$ cat config.mk
export PLATFORM = sky130hd
export DESIGN_NAME = addsub_reservation_station
export DESIGN_NICKNAME = d
export VERILOG_FILES = /design/src/rtl/addsub_reservation_station_pkg.sv /design/src/rtl/addsub_reservation_station_rs_entry.sv /design/src/rtl/addsub_reservation_station.sv
export SDC_FILE = /design/constraint.sdc
export NUM_CORES = 1
export LEC_CHECK = 0
export BUFFER_PORTS_ARGS = -buffer_cell sky130_fd_sc_hd__buf_2
export CAP_MARGIN = 20
export CORE_ASPECT_RATIO = 1.5
export CORE_MARGIN = 10
export CORE_UTILIZATION = 58
export DETAILED_ROUTE_END_ITERATION = 8
export PLACE_DENSITY_LB_ADDON = 0.3
export RECOVER_POWER = 25
export SLEW_MARGIN = 5
export SYNTH_ARGS = -nofsm -noshare
export SYNTH_HDL_FRONTEND = slang
export SYNTH_HIERARCHICAL = 1
export SYNTH_SLANG_ARGS = --single-unit
$ cat constraint.sdc
create_clock -name clk -period 3.4 [get_ports clk]
set_input_delay 0.51 -clock clk [delete_from_list [all_inputs] [get_ports clk]]
set_output_delay 0.51 -clock clk [all_outputs]
set_load 0.02 [all_outputs]
$ cat src/rtl/addsub_reservation_station_pkg.sv
// Shared encodings for the add/sub reservation station:
// entry states and the ALU op codes it passes through.
package addsub_reservation_station_pkg;

    typedef enum logic [1:0] {
        RS_EMPTY = 2'd0,
        RS_WAIT  = 2'd1,
        RS_READY = 2'd2,
        RS_EXEC  = 2'd3
    } rs_state_t;

    localparam logic [1:0] ALU_ADD = 2'd0;
    localparam logic [1:0] ALU_SUB = 2'd1;

endpackage

$ cat src/rtl/addsub_reservation_station_rs_entry.sv
// One reservation-station entry: state machine, operand V/Q
// registers and CDB snooping for pending operands and own tag.
module rs_entry
    import addsub_reservation_station_pkg::*;
#(
    parameter int DATA_W  = 32,
    parameter int TAG_W   = 4,
    parameter int OWN_TAG = 1
) (
    input  logic              clk,
    input  logic              nRST,
    input  logic              alloc,
    input  logic [1:0]        in_op,
    input  logic [DATA_W-1:0] in_vj,
    input  logic [TAG_W-1:0]  in_qj,
    input  logic [DATA_W-1:0] in_vk,
    input  logic [TAG_W-1:0]  in_qk,
    input  logic              cdb_valid,
    input  logic [TAG_W-1:0]  cdb_tag,
    input  logic [DATA_W-1:0] cdb_data,
    input  logic              dispatch,
    output logic              is_empty,
    output logic              is_ready,
    output logic [1:0]        op,
    output logic [DATA_W-1:0] vj,
    output logic [DATA_W-1:0] vk
);

    localparam logic [TAG_W-1:0] TAG = TAG_W'(OWN_TAG);

    rs_state_t         state_q, state_d;
    logic [1:0]        op_q, op_d;
    logic [DATA_W-1:0] vj_q, vj_d, vk_q, vk_d;
    logic [TAG_W-1:0]  qj_q, qj_d, qk_q, qk_d;

    logic [DATA_W-1:0] vj_src, vk_src, vj_cap, vk_cap;
    logic [TAG_W-1:0]  qj_src, qk_src, qj_cap, qk_cap;
    logic              hit_j, hit_k;

    // During issue the incoming tags are snooped; otherwise the held ones.
    always_comb begin
        vj_src = alloc ? in_vj : vj_q;
        qj_src = alloc ? in_qj : qj_q;
        vk_src = alloc ? in_vk : vk_q;
        qk_src = alloc ? in_qk : qk_q;
        hit_j  = cdb_valid && (qj_src != '0) && (cdb_tag == qj_src);
        hit_k  = cdb_valid && (qk_src != '0) && (cdb_tag == qk_src);
        vj_cap = hit_j ? cdb_data : vj_src;
        qj_cap = hit_j ? '0 : qj_src;
        vk_cap = hit_k ? cdb_data : vk_src;
        qk_cap = hit_k ? '0 : qk_src;
    end

    always_comb begin
        state_d = state_q;
        op_d    = op_q;
        vj_d    = vj_q;
        qj_d    = qj_q;
        vk_d    = vk_q;
        qk_d    = qk_q;
        unique case (state_q)
            RS_EMPTY: begin
                if (alloc) begin
                    op_d    = in_op;
                    vj_d    = vj_cap;
                    qj_d    = qj_cap;
                    vk_d    = vk_cap;
                    qk_d    = qk_cap;
                    state_d = (qj_cap == '0 && qk_cap == '0)
                              ? RS_READY : RS_WAIT;
                end
            end
            RS_WAIT: begin
                vj_d = vj_cap;
                qj_d = qj_cap;
                vk_d = vk_cap;
                qk_d = qk_cap;
                if (qj_cap == '0 && qk_cap == '0)
                    state_d = RS_READY;
            end
            RS_READY: begin
                if (dispatch)
                    state_d = RS_EXEC;
            end
            RS_EXEC: begin
                if (cdb_valid && cdb_tag == TAG)
                    state_d = RS_EMPTY;
            end
        endcase
    end

    always_ff @(posedge clk or negedge nRST) begin
        if (!nRST) begin
            state_q <= RS_EMPTY;
            op_q    <= '0;
            vj_q    <= '0;
            qj_q    <= '0;
            vk_q    <= '0;
            qk_q    <= '0;
        end else begin
            state_q <= state_d;
            op_q    <= op_d;
            vj_q    <= vj_d;
            qj_q    <= qj_d;
            vk_q    <= vk_d;
            qk_q    <= qk_d;
        end
    end

    assign is_empty = (state_q == RS_EMPTY);
    assign is_ready = (state_q == RS_READY);
    assign op       = op_q;
    assign vj       = vj_q;
    assign vk       = vk_q;

endmodule

$ cat src/rtl/addsub_reservation_station.sv
// Add/sub reservation station: allocation and dispatch priority
// encoders around N_ENT rs_entry instances, plus ALU output muxes.
module addsub_reservation_station
    import addsub_reservation_station_pkg::*;
#(
    parameter int N_ENT    = 3,
    parameter int DATA_W   = 32,
    parameter int TAG_W    = 4,
    parameter int TAG_BASE = 1
) (
    input  logic              clk,
    input  logic              nRST,
    input  logic              iss_valid,
    input  logic [1:0]        iss_op,
    input  logic [DATA_W-1:0] iss_vj,
    input  logic [TAG_W-1:0]  iss_qj,
    input  logic [DATA_W-1:0] iss_vk,
    input  logic [TAG_W-1:0]  iss_qk,
    output logic              iss_ready,
    output logic [TAG_W-1:0]  iss_tag,
    input  logic              cdb_valid,
    input  logic [TAG_W-1:0]  cdb_tag,
    input  logic [DATA_W-1:0] cdb_data,
    input  logic              alu_avail,
    output logic              alu_wen,
    output logic [1:0]        alu_op,
    output logic [DATA_W-1:0] alu_data1,
    output logic [DATA_W-1:0] alu_data2,
    output logic [TAG_W-1:0]  alu_label
);

    localparam int IDX_W = (N_ENT > 1) ? $clog2(N_ENT) : 1;

    logic [N_ENT-1:0]  empty, ready, alloc, dispatch;
    logic [1:0]        ent_op [N_ENT];
    logic [DATA_W-1:0] ent_vj [N_ENT];
    logic [DATA_W-1:0] ent_vk [N_ENT];

    logic [IDX_W-1:0]  alloc_idx, pick_idx, sel_idx, lock_idx_q;
    logic              lock_q;

    for (genvar g = 0; g < N_ENT; g++) begin : gen_ent
        rs_entry #(
            .DATA_W  (DATA_W),
            .TAG_W   (TAG_W),
            .OWN_TAG (TAG_BASE + g)
        ) u_ent (
            .clk       (clk),
            .nRST      (nRST),
            .alloc     (alloc[g]),
            .in_op     (iss_op),
            .in_vj     (iss_vj),
            .in_qj     (iss_qj),
            .in_vk     (iss_vk),
            .in_qk     (iss_qk),
            .cdb_valid (cdb_valid),
            .cdb_tag   (cdb_tag),
            .cdb_data  (cdb_data),
            .dispatch  (dispatch[g]),
            .is_empty  (empty[g]),
            .is_ready  (ready[g]),
            .op        (ent_op[g]),
            .vj        (ent_vj[g]),
            .vk        (ent_vk[g])
        );
    end

    always_comb begin
        alloc_idx = '0;
        pick_idx  = '0;
        for (int i = N_ENT - 1; i >= 0; i--) begin
            if (empty[i]) alloc_idx = IDX_W'(i);
            if (ready[i]) pick_idx  = IDX_W'(i);
        end
    end

    // A stalled dispatch keeps its entry even if a lower one turns ready.
    assign sel_idx   = lock_q ? lock_idx_q : pick_idx;
    assign iss_ready = |empty;
    assign iss_tag   = TAG_W'(TAG_BASE) + TAG_W'(alloc_idx);
    assign alu_wen   = |ready;

    always_comb begin
        alloc     = '0;
        dispatch  = '0;
        alu_op    = '0;
        alu_data1 = '0;
        alu_data2 = '0;
        alu_label = '0;
        for (int i = 0; i < N_ENT; i++) begin
            if (iss_valid && iss_ready && alloc_idx == IDX_W'(i))
                alloc[i] = 1'b1;
            if (alu_wen && sel_idx == IDX_W'(i)) begin
                dispatch[i] = alu_avail;
                alu_op      = ent_op[i];
                alu_data1   = ent_vj[i];
                alu_data2   = ent_vk[i];
                alu_label   = TAG_W'(TAG_BASE + i);
            end
        end
    end

    always_ff @(posedge clk or negedge nRST) begin
        if (!nRST) begin
            lock_q     <= 1'b0;
            lock_idx_q <= '0;
        end else begin
            lock_q     <= alu_wen && !alu_avail;
            lock_idx_q <= sel_idx;
        end
    end

endmodule

==> results by group <==
Critical path
  – CP required: 2890 ps
  – CP Launch Type: flop
  – Endpoint class of the critical path: output port
  – Max FO, Critical Path: 34
  – CP Class: flop to output port
  – Worst r2r path cells: 11
  – R2R setup slack: 140 ps
  – FF-to-FF Start: gen_ent[1].u_ent/state_q[0]$_DFFE_PN0P_
  – CP most frequent cell: mux2_2
  – Crit Reg-Reg Endpoint: gen_ent[2].u_ent/vk[29]$_DFFE_PN0P_
  – Worst path cell trace: inv_1 > ha_2 > buf_4 > mux2_2 > o21a_4 > buf_16 > a22o_1 > mux2_2 > buf_2
  – Crit path largest cell delay: 410 ps
  – WP data arrival: 2830 ps
  – Critical path's slowest cell: dfrtp_1

Run
  – Max Cap Viol: 1

Route
  – DRT iter0 DRCs: 1084
  – Detail Route Antenna Nets: 0
  – Via count: 11720
  – Wirelength per Cell: 27.70 um
  – TritonRoute pass-1 iters: 5
  – DR DRC count: 0
  – Drt total wl: 44.74 mm
  – Via density: 7.259

Floorplan
  – IO Count: 191
  – # rows: 68
  – Core area: 0.02289 mm^2
  – Die height: 206.3 um
  – Die Area: 0.02976 mm^2
  – Die width: 144.2 um
  – Initial Utilization: 0.5866

STA
  – Worst hold slack: 207.1 ps
  – Max Slew Vio Count: 77
  – Worst-margin pin slew: 2096 ps
  – Final worst-path cycle share: 0.9812
  – Post-route minimum period: 3336 ps
  – Slew HR: -0.3971
  – Final Hold Viols: 0
  – Setup Skew: 21.38 ps
  – Final setup vio count: 0
  – Achievable clock frequency: 0.2998 GHz

Yosys
  – Mapped Area: 0.01343 mm^2
  – Gate Count Post-Synth: 1149
  – Area contributors post-synth: dfrtp_1, a2bb2oi_2, o22ai_1, a2bb2oi_1, mux2_2
  – Largest area contributor in the netlist: dfrtp_1
  – Synth warn: 6
  – Number of flops mapped to enable cells by yosys: 0
  – Seq/Total Area, Yosys: 0.4306
  – Synth cell types: 64
  – Synth Area per Inst: 11.68 um^2
  – Area share of the largest cell type after synthesis: 0.4306
  – #FFs+latches synth: 231
  – Ys async rst share: 1.000
  – Most used flip-flop cell after synthesis: dfrtp_1

Global routing
  – Vias in the first global route: 11970
  – Pin count of the biggest net entering global routing: 82
  – Initial antenna violation count: 5
  – Total congestion overflow: 0
  – First-pass GRT wire length: 67.76 mm
  – GRT Util Overall: 0.2868

Run status
  – Failing checks: max-capacitance violations, max-slew violations
  – Status: finished with violations

Place
  – Port bufs: 186
  – HPWL after DPL: 27.71 mm
  – GPL Wtd Cong: 0.8905

Finish
  – Share of layout cells above drive strength 1: 0.3644
  – Final core utilization: 0.6885
  – Filler instances: 1648
  – Commonest non-fill, non-tap cells in the layout: dfrtp_1, o22ai_1, buf_2, a2bb2oi_1, a2bb2oi_2
  – Layout area overhead: 17.37%
  – Most common cell after layout, fill and taps aside: dfrtp_1
  – Fin nets: 1441

Worst hold path
  – Hold Path Sink: lock_q$_DFF_PN0_
  – Hold depth: 2
  – Hold Crit Class: input pin to flop
  – Hold_sp: alu_avail

Clock tree
  – Root buffer cell: clkbuf_16
  – Sink Count: 231
  – Clock-pin slew on the worst setup and hold paths: 60 ps
  – CTS tree: built
  – Num CTS Buffers: 23
  – H-Tree Depth: 1
  – Clock Path Buffers: 3
  – Clk Latency, worst-skew pair: 520 ps

Power and ir drop
  – Peak VDD IR: 0.9672 mV
  – Pwr Total: 19460 uW
  – Pwr/cell area: 1235 mW/mm^2
  – Pleak: 0.006631 uW
==> repair_timing <==
item                       4_1_cts  5_1_grt
resized for setup                4       11
hold buffers                     0        0
setup endpoints to repair       66      120
buffers inserted                 2        3
pin swaps                        1        2
gates cloned                     3        2
==> worst max path at each step <==
stage / cells past startpoint / from / slack [ps] / end
2_1_floorplan: 12 / gen_ent[1].u_ent/state_q[0]$_DFFE_PN0P_ / 350 / gen_ent[1].u_ent/state_q[1]$_DFFE_PN0P_
3_3_place_gp: 10 / gen_ent[0].u_ent/state_q[0]$_DFFE_PN0P_ / 280 / gen_ent[1].u_ent/state_q[1]$_DFFE_PN0P_
3_5_place_dp: 10 / gen_ent[0].u_ent/state_q[0]$_DFFE_PN0P_ / 150 / gen_ent[1].u_ent/state_q[1]$_DFFE_PN0P_
4_1_cts: 8 / gen_ent[1].u_ent/state_q[0]$_DFFE_PN0P_ / -0.9 / alu_data1[21]
5_1_grt: 9 / gen_ent[1].u_ent/state_q[0]$_DFFE_PN0P_ / -4 / alu_data1[22]
6_report: 9 / gen_ent[2].u_ent/state_q[0]$_DFFE_PN0P_ / 60 / alu_data2[23]
==> registers in the layout, indices dropped and copies added, names as in the netlist <==
| signal | count |
|---|---|
| gen_ent.u_ent/qk_q | 12 |
| gen_ent.u_ent/vk | 96 |
| lock_q | 1 |
| gen_ent.u_ent/qj_q | 12 |
| gen_ent.u_ent/state_q | 6 |
| gen_ent.u_ent/op | 6 |
| gen_ent.u_ent/vj | 96 |
| lock_idx_q | 2 |
==> cell usage after synthesis (all sizes together) (5+ instances only) <==
library cell,count
a21o,6
a21oi,11
a22o,76
a2bb2oi,190
a32o,8
buf,64
clkbuf,44
dfrtp,231
ha,12
inv,20
mux2,75
mux2i,23
nand2,27
nand3,6
nand4,11
nor2,13
nor3,5
nor4,5
nor4b,5
o21a,16
o21ai,38
o22ai,192
or4,7
xnor2,12
xor2,6
==> report_power, final <==
part	internal (uW)	leakage, uW	switching, uW
Combinational	5280	0.00355	6500
Sequential	4140	0.00270	939
Clock	1490	0.000380	1110
==> final cells by class <==
type / instances / area (um^2) / share of cell area
flip-flops and latches: 231 / 5781 / 0.3668
inverters: 20 / 75.07 / 0.004764
diodes: 4 / 10.01 / 0.0006352
clock inverters: 12 / 120.1 / 0.007623
repair buffers: 245 / 1719 / 0.1091
multi-input cells: 793 / 7061 / 0.4481
clock buffers: 30 / 641.9 / 0.04073
well taps: 280 / 350.3 / 0.02223
==> logic make-up after synthesis <==
family | after synthesis | synth area share
flops | 231 | 0.4306
simple gates | 105 | 0.05154
other cells | 1 | 0.0002793
fa+ha+maj | 12 | 0.01118
compound gates | 556 | 0.3572
buf+inv | 128 | 0.05499
mux | 98 | 0.08248
xor+xnor | 18 | 0.01174
==> critical path, delay by kind of cell (launching register included) <==
kind | cells | cell delay [ps]
flip-flops | 1 | 410
multiplexers | 2 | 570
adder cells (fa/ha/maj) | 1 | 220
AO/OA/AOI/OAI | 2 | 480
buffers and inverters | 4 | 600
==> layer usage <==
metal | routed length (um) | up-vias | GRT usage
li1 | - | 4979 | -
met1 | 16440 | 5887 | 0.3428
met2 | 22380 | 720 | 0.4870
met3 | 4218 | 134 | 0.06576
met4 | 1676 | 4 | 0.1162
met5 | 27 | - | 0
==> per-stage QoR <==
step / setup WS, ps / instances / cell area, um^2 / TNS (ps)
floorplan: 353.5 / 1152 / 13440 / 0
global placement: 277.5 / 1560 / 14790 / 0
detailed placement: 147.3 / 1560 / 14790 / 0
CTS: -0.8844 / 1607 / 15660 / -1.453
global route: -4.035 / 1613 / 15750 / -6.178
finish: 64.09 / 1615 / 15760 / 0
Note: power is estimated with default switching activity, not from simulation.
